[src/rtl/md_pkg.sv]
// Shared definitions for the HI/LO multiply/divide sequencer.
package md_pkg;

  localparam int unsigned MD_DATA_WIDTH = 32;
  localparam int unsigned MD_CNT_W      = $clog2(MD_DATA_WIDTH);

  localparam logic [2:0] OP_MULT  = 3'd0;
  localparam logic [2:0] OP_MULTU = 3'd1;
  localparam logic [2:0] OP_DIV   = 3'd2;
  localparam logic [2:0] OP_DIVU  = 3'd3;
  localparam logic [2:0] OP_MTHI  = 3'd4;
  localparam logic [2:0] OP_MTLO  = 3'd5;

  typedef enum logic [1:0] {
    ST_IDLE = 2'd0,
    ST_RUN  = 2'd1,
    ST_FIX  = 2'd2
  } md_state_e;

  // MULT/MULTU/DIV/DIVU use the iterative core; MTHI/MTLO do not.
  function automatic logic is_iter_op(input logic [2:0] op);
    return op < OP_MTHI;
  endfunction

endpackage

[src/rtl/md_iter_core.sv]
// One-bit-per-cycle datapath: LSB-first shift-add multiply and MSB-first
// restoring divide on a {hi,lo} accumulator, plus the iteration counter.
module md_iter_core
  import md_pkg::*;
#(
  parameter int unsigned DATA_WIDTH = MD_DATA_WIDTH
) (
  input  logic                  clk,
  input  logic                  rst_n,
  input  logic                  load,
  input  logic                  div_mode,
  input  logic                  step,
  input  logic [DATA_WIDTH-1:0] op_a,
  input  logic [DATA_WIDTH-1:0] op_b,
  output logic [DATA_WIDTH-1:0] acc_hi,
  output logic [DATA_WIDTH-1:0] acc_lo,
  output logic                  last
);

  localparam int unsigned CNT_W = $clog2(DATA_WIDTH);

  logic [DATA_WIDTH-1:0] hi_q, lo_q, opnd_q, hi_d, lo_d;
  logic [CNT_W-1:0]      cnt_q;
  logic                  div_q;
  logic [DATA_WIDTH:0]   add_sum, rem_sh;
  logic [DATA_WIDTH-1:0] sub_diff;
  logic                  rem_ge;

  // opnd_q is the multiplicand for multiply and the divisor for divide.
  always_comb begin
    add_sum  = {1'b0, hi_q} + {1'b0, opnd_q};
    rem_sh   = {hi_q, lo_q[DATA_WIDTH-1]};
    rem_ge   = (rem_sh >= {1'b0, opnd_q});
    sub_diff = rem_sh[DATA_WIDTH-1:0] - opnd_q;
    hi_d     = hi_q;
    lo_d     = lo_q;
    if (div_q) begin
      hi_d = rem_ge ? sub_diff : rem_sh[DATA_WIDTH-1:0];
      lo_d = {lo_q[DATA_WIDTH-2:0], rem_ge};
    end else if (lo_q[0]) begin
      {hi_d, lo_d} = {add_sum, lo_q[DATA_WIDTH-1:1]};
    end else begin
      {hi_d, lo_d} = {1'b0, hi_q, lo_q[DATA_WIDTH-1:1]};
    end
  end

  always_ff @(posedge clk or negedge rst_n) begin
    if (!rst_n) begin
      hi_q   <= '0;
      lo_q   <= '0;
      opnd_q <= '0;
      cnt_q  <= '0;
      div_q  <= 1'b0;
    end else if (load) begin
      hi_q   <= '0;
      lo_q   <= div_mode ? op_a : op_b;
      opnd_q <= div_mode ? op_b : op_a;
      cnt_q  <= CNT_W'(DATA_WIDTH - 1);
      div_q  <= div_mode;
    end else if (step) begin
      hi_q  <= hi_d;
      lo_q  <= lo_d;
      cnt_q <= cnt_q - CNT_W'(1);
    end
  end

  assign acc_hi = hi_q;
  assign acc_lo = lo_q;
  assign last   = (cnt_q == '0);

endmodule

[src/rtl/hilo_md_sequencer.sv]
// HI/LO owner for the pipeline: sequences iterative MULT/DIV, handles
// MTHI/MTLO, applies sign correction and raises the Decode stall.
module hilo_md_sequencer
  import md_pkg::*;
#(
  parameter int unsigned DATA_WIDTH = MD_DATA_WIDTH
) (
  input  logic                  CLK,
  input  logic                  RST,
  input  logic                  startE,
  input  logic [2:0]            opE,
  input  logic [DATA_WIDTH-1:0] srcAE,
  input  logic [DATA_WIDTH-1:0] srcBE,
  input  logic                  flushE,
  input  logic                  mfReqD,
  input  logic                  mdReqD,
  output logic                  busy,
  output logic                  stallMD,
  output logic                  done,
  output logic [DATA_WIDTH-1:0] hiOut,
  output logic [DATA_WIDTH-1:0] loOut
);

  md_state_e state_q, state_d;

  logic                  busy_q, done_q;
  logic [DATA_WIDTH-1:0] hi_q, lo_q, a_raw_q;
  logic                  qsign_q, rsign_q, div_q, div0_q;

  logic                  accept, iter_op, signed_op, div_op, div0;
  logic                  sign_a, sign_b;
  logic [DATA_WIDTH-1:0] abs_a, abs_b;
  logic                  core_load, core_step, core_last;
  logic [DATA_WIDTH-1:0] core_hi, core_lo, fix_hi, fix_lo;
  logic [2*DATA_WIDTH-1:0] prod;

  // Operand decode and magnitude extraction for the accepted op.
  always_comb begin
    accept    = startE & ~flushE & ~busy_q;
    iter_op   = is_iter_op(opE);
    signed_op = (opE == OP_MULT) || (opE == OP_DIV);
    div_op    = (opE == OP_DIV) || (opE == OP_DIVU);
    div0      = div_op && (srcBE == '0);
    sign_a    = signed_op & srcAE[DATA_WIDTH-1];
    sign_b    = signed_op & srcBE[DATA_WIDTH-1];
    abs_a     = sign_a ? (DATA_WIDTH'(0) - srcAE) : srcAE;
    abs_b     = sign_b ? (DATA_WIDTH'(0) - srcBE) : srcBE;
  end

  md_iter_core #(
    .DATA_WIDTH (DATA_WIDTH)
  ) u_core (
    .clk      (CLK),
    .rst_n    (RST),
    .load     (core_load),
    .div_mode (div_op),
    .step     (core_step),
    .op_a     (abs_a),
    .op_b     (abs_b),
    .acc_hi   (core_hi),
    .acc_lo   (core_lo),
    .last     (core_last)
  );

  // Next state and core controls.
  always_comb begin
    state_d   = state_q;
    core_load = 1'b0;
    core_step = 1'b0;
    case (state_q)
      ST_IDLE: begin
        if (accept && iter_op) begin
          core_load = 1'b1;
          state_d   = div0 ? ST_FIX : ST_RUN;
        end
      end
      ST_RUN: begin
        core_step = 1'b1;
        if (core_last) state_d = ST_FIX;
      end
      ST_FIX:  state_d = ST_IDLE;
      default: state_d = ST_IDLE;
    endcase
  end

  // Sign correction of the finished accumulator.
  always_comb begin
    prod   = {core_hi, core_lo};
    fix_hi = core_hi;
    fix_lo = core_lo;
    if (div0_q) begin
      fix_hi = a_raw_q;
      fix_lo = '1;
    end else if (div_q) begin
      fix_lo = qsign_q ? (DATA_WIDTH'(0) - core_lo) : core_lo;
      fix_hi = rsign_q ? (DATA_WIDTH'(0) - core_hi) : core_hi;
    end else if (qsign_q) begin
      {fix_hi, fix_lo} = (2*DATA_WIDTH)'(0) - prod;
    end
  end

  always_ff @(posedge CLK or negedge RST) begin
    if (!RST) begin
      state_q <= ST_IDLE;
      busy_q  <= 1'b0;
      done_q  <= 1'b0;
      hi_q    <= '0;
      lo_q    <= '0;
      a_raw_q <= '0;
      qsign_q <= 1'b0;
      rsign_q <= 1'b0;
      div_q   <= 1'b0;
      div0_q  <= 1'b0;
    end else begin
      state_q <= state_d;
      busy_q  <= (state_d != ST_IDLE);
      done_q  <= (state_q == ST_FIX);
      if (core_load) begin
        a_raw_q <= srcAE;
        qsign_q <= sign_a ^ sign_b;
        rsign_q <= sign_a;
        div_q   <= div_op;
        div0_q  <= div0;
      end
      if (state_q == ST_FIX) begin
        hi_q <= fix_hi;
        lo_q <= fix_lo;
      end else if (accept && (opE == OP_MTHI)) begin
        hi_q <= srcAE;
      end else if (accept && (opE == OP_MTLO)) begin
        lo_q <= srcAE;
      end
    end
  end

  // Stall is combinational so Decode holds in the accept cycle itself.
  assign stallMD = (busy_q | (accept & iter_op)) & (mfReqD | mdReqD);
  assign busy    = busy_q;
  assign done    = done_q;
  assign hiOut   = hi_q;
  assign loOut   = lo_q;

endmodule

[config.mk]
export PLATFORM = sky130hd
export DESIGN_NAME = hilo_md_sequencer
export DESIGN_NICKNAME = d
export VERILOG_FILES = /design/src/rtl/md_pkg.sv /design/src/rtl/md_iter_core.sv /design/src/rtl/hilo_md_sequencer.sv
export SDC_FILE = /design/constraint.sdc
export NUM_CORES = 1
export LEC_CHECK = 0
export CAP_MARGIN = 20
export CORE_ASPECT_RATIO = 0.6
export CORE_UTILIZATION = 45
export DETAILED_ROUTE_END_ITERATION = 8
export PLACE_DENSITY = 0.66
export SYNTH_ARGS = -nofsm -noshare
export SYNTH_HDL_FRONTEND = slang
export SYNTH_SLANG_ARGS = --single-unit
[constraint.sdc]
create_clock -name CLK -period 5.44 [get_ports CLK]
set_input_delay 1.088 -clock CLK [delete_from_list [all_inputs] [get_ports CLK]]
set_output_delay 1.088 -clock CLK [all_outputs]
set_load 0.005 [all_outputs]
==> impl_results.md <==
- Sink Count: 205
- Worst R2R Setup Slack: 1.06 ns
- # setup viols final: 0
- Antenna violation net count after detailed routing: 0
- GP Congestion: roughly 1.1
- Arr. time, crit path: around 4.8 ns
- Switch share: between 50 and 60%
- Final nets: between 2k and 2.5k
- Largest net degree at the start of global routing: 113
- Max clock buf depth: 3
- Crit-path max FO: 21
- Cell area after synthesis: roughly 0.017 mm²
- Synth Register Bits: 205
- Initial antenna violation count: 1
- Crit path buffers/inverters: 1
- Hold_buf cts: 0
- Worst min-delay path class: reg2reg
- Via count: 17.97k
- Mux cell area share after synthesis: 6.168%
- Clock Pin Slew Worst Setup and Hold Paths: approximately 0.070 ns
- Clock root buffer: clkbuf_16
- Number of synthesized flops with an enable pin: 0
- Tmin final: ~4.4 ns
- Overall die width: 254.9 µm
- Compound-Gate Fraction of Synth Area: 24.27%
- IR drop worst, VDD: between 0.3 and 0.4 mV
- P_int: just over 7000 µW
- Top delay family on crit path: compound AO/OA/AOI/OAI gates
- Crit-path slowest cell: inv_1
- P&R area growth vs syn: 15.61%
- Die height: roughly 150 µm
- Row Count: between 50 and 60
- DRC Markers: 0
- Main combinational cell family by area after synthesis: compound AO/OA/AOI/OAI gates
- Io pins: 140
- Cell breakdown of the critical path: inv_1, ha_1, nand2b_1, nor2_1, nand4b_2, o31ai_4, o21ai_0, xnor2_1, o21ai_0, nand2_1, o21ai_0
- Port Buffers: about 140
- Postcts setup bufs: 0
- Combinational fraction of design power: around two thirds
- Fin. Hold Viols: 0
- Slew margin rel.: around 22%
- Setup_tns: 0 ns
- Crit. End Element: register
- Max stage delay on crit path: slightly below 0.8 ns
- Clock Skews: approximately 0.013 ns
- H-tree depth: 1
- Overall global routing resource usage: about a third
- Synth cell types: 90
- Count leader, synth: nand2_1
- Synth top area share: between 20% and 30%
- Syn_nets: about 2.4k
- Vias per cell: between 6 and 7
- Predominant post-synthesis flop cell: dfrtp_1
- Die ar.: 0.03918 mm²
- RSZ-0062 raised after global routing: no
- Core area: 0.03771 mm²
- Ranking of synthesized cells by area: dfrtp_1 (30%), nand2_1 (7.9%), a21oi_1 (5.5%), mux2i_1 (5.5%), ha_1 (5.0%)
- Via count of the first global-routing pass: around 16k
- Sequential Power Share: 21.9%
- Number of max-cap violations: 0
- Crit Path Class: reg2reg
- Adder-cell share of the synthesized area: around 5.2%
- Final wirelength: between 60 and 70 mm
- Data required, critical path: ~5.8 ns
- Sw Pwr: approximately 7500 µW
- First-pass GRT wire length: approximately 100 mm
- Post-synth top cells: nand2_1 (362), dfrtp_1 (205), a21oi_1 (190)
- PostCTS Resize Cnt: 0
- Slew @ Worst Pin: 1.156 ns
- Pwr/cell area: 739.0 mW/mm²
- Asr flop ratio synth: 100.0%
- Largest area contributor in the netlist: dfrtp_1
- Pleak: between 0.008 and 0.009 µW
- Status: finished clean
- Overflow after GRT: 0
- CP most frequent cell: o21ai_0
- Crit share post-route: around 80%
- Post-synthesis xor/xnor area fraction: under 10%
- Post-Synthesis Cells: ~2.2k
- Routed len/inst: around 25 µm
- CTS tree: done
- Clock share of power: 11.9%
- Critical Path Start Type: register
- Later-pin clock latency in the skew report: 0.54 ns
- CTS buffer count: 23
- Hold WS: about 0.47 ns
- Detail Placement HPWL: between 50 and 60 mm
- Syn_area_per_cell: between 7 and 8 µm²
- Drt first pass iters: 7
- Layout cells sized above 1: ~6.2%
- FMAX: around 230 MHz
- Sequential area share after synthesis: between 20% and 30%
- Starting DRT DRC Count: approximately 2.3k
- Post-Synth Simple-Gate Area: roughly a fifth
- Synthesis warning total: 0
- Initial Util: roughly 46%
- Max Slew Vio Count: 0
-- worst min-delay path, delay by kind of cell (launching register included) --
| kind | cells | cell delay [ns] |
|---|---|---|
| flops | 1 | 0.34 |
| simple gates | 2 | 0.10 |
-- layer usage --
layer	GRT usage [%]	up-vias	routed length, µm
li1	-	8120	-
met1	53.38	8711	31690
met2	44.85	1047	26290
met3	12.87	94	9470
met4	8.925	0	1900
met5	0	-	0
-- area by class of cell --
| class | instances | area, µm² |
|---|---|---|
| Multi-Input combinational cell | 1779 | 11260 |
| Inverter | 75 | 281.5 |
| Sequential cell | 205 | 5134 |
| Clock inverter | 12 | 176.4 |
| Tap cell | 513 | 641.9 |
| Timing Repair Buffer | 192 | 1822 |
| Antenna cell | 1 | 2.502 |
| Fill cell | 3684 | 17750 |
| Clock buffer | 29 | 638.1 |
-- path summary, 6_finish.rpt --
kind / end / startpoint / cells past startpoint
min in group asynchronous: u_core.acc_hi[31]$_DFFE_PN0P_ / RST / 1
hold / removal: a_raw_q[26]$_DFFE_PN0P_ / a_raw_q[26]$_DFFE_PN0P_ / 2
setup reg to reg: hiOut[8]$_DFFE_PN0P_ / u_core.acc_lo[0]$_DFFE_PN0P_ / 11
setup / recovery: hiOut[8]$_DFFE_PN0P_ / u_core.acc_lo[0]$_DFFE_PN0P_ / 11
max in group asynchronous: loOut[9]$_DFFE_PN0P_ / RST / 2
hold reg to reg: a_raw_q[26]$_DFFE_PN0P_ / a_raw_q[26]$_DFFE_PN0P_ / 2
-- power groups by stage --
stage               clock network, µW  logic [µW]  registers (µW)
floorplan                           0        6600            2790
global placement                    0        9280            3210
detailed placement                  0        9400            3220
CTS                              1770        9450            3200
global route                     1830       10500            3310
finish                           1760        9750            3230
-- placed cells by master, fill, tap and decap left out, drive strengths merged, types with 13 or more instances in the layout --
cell,n
buf,54
xnor2,89
nand2b,18
dfrtp,205
mux2i,94
nor2b,15
a211oi,25
nand2,363
or4,15
clkdlybuf4s50,137
a32oi,31
ha,69
inv,74
a31oi,18
clkbuf,30
a22o,13
xor2,82
o21ai,192
nand4,20
nor4,28
or3,19
and2,16
a21o,22
nor2,151
o211ai,33
nor3,55
nand3,29
o31ai,24
a21oi,190
-- metrics by stage --
step           area, µm²  util, %  setup slack (ns)  power [µW]  std cells
3_5_place_dp       19110    50.66             1.216       12610       2762
5_1_grt            19960    52.92            0.9274       15660       2805
4_1_cts            19920    52.82             1.291       14420       2803
2_1_floorplan      17260        -             2.132        9385       2216
6_report           19960    52.92             1.061       14750       2806
3_3_place_gp       19110    50.66             1.275       12490       2762
-- registers in the layout (all words and copies together) (netlist names) --
signal / count
state_q: 2
a_raw_q: 32
loOut: 32
u_core.acc_hi: 32
rsign_q: 1
u_core.opnd_q: 32
hiOut: 32
u_core.div_q: 1
u_core.acc_lo: 32
u_core.cnt_q: 5
busy: 1
div0_q: 1
done: 1
qsign_q: 1
-- cell families after synthesis --
family | count (synthesis)
mux | 105
xor+xnor | 171
fa+ha+maj | 71
compound gates | 662
simple gates | 770
buf+inv | 232
flops | 205
No activity file was read; power rests on OpenSTA's default activity.
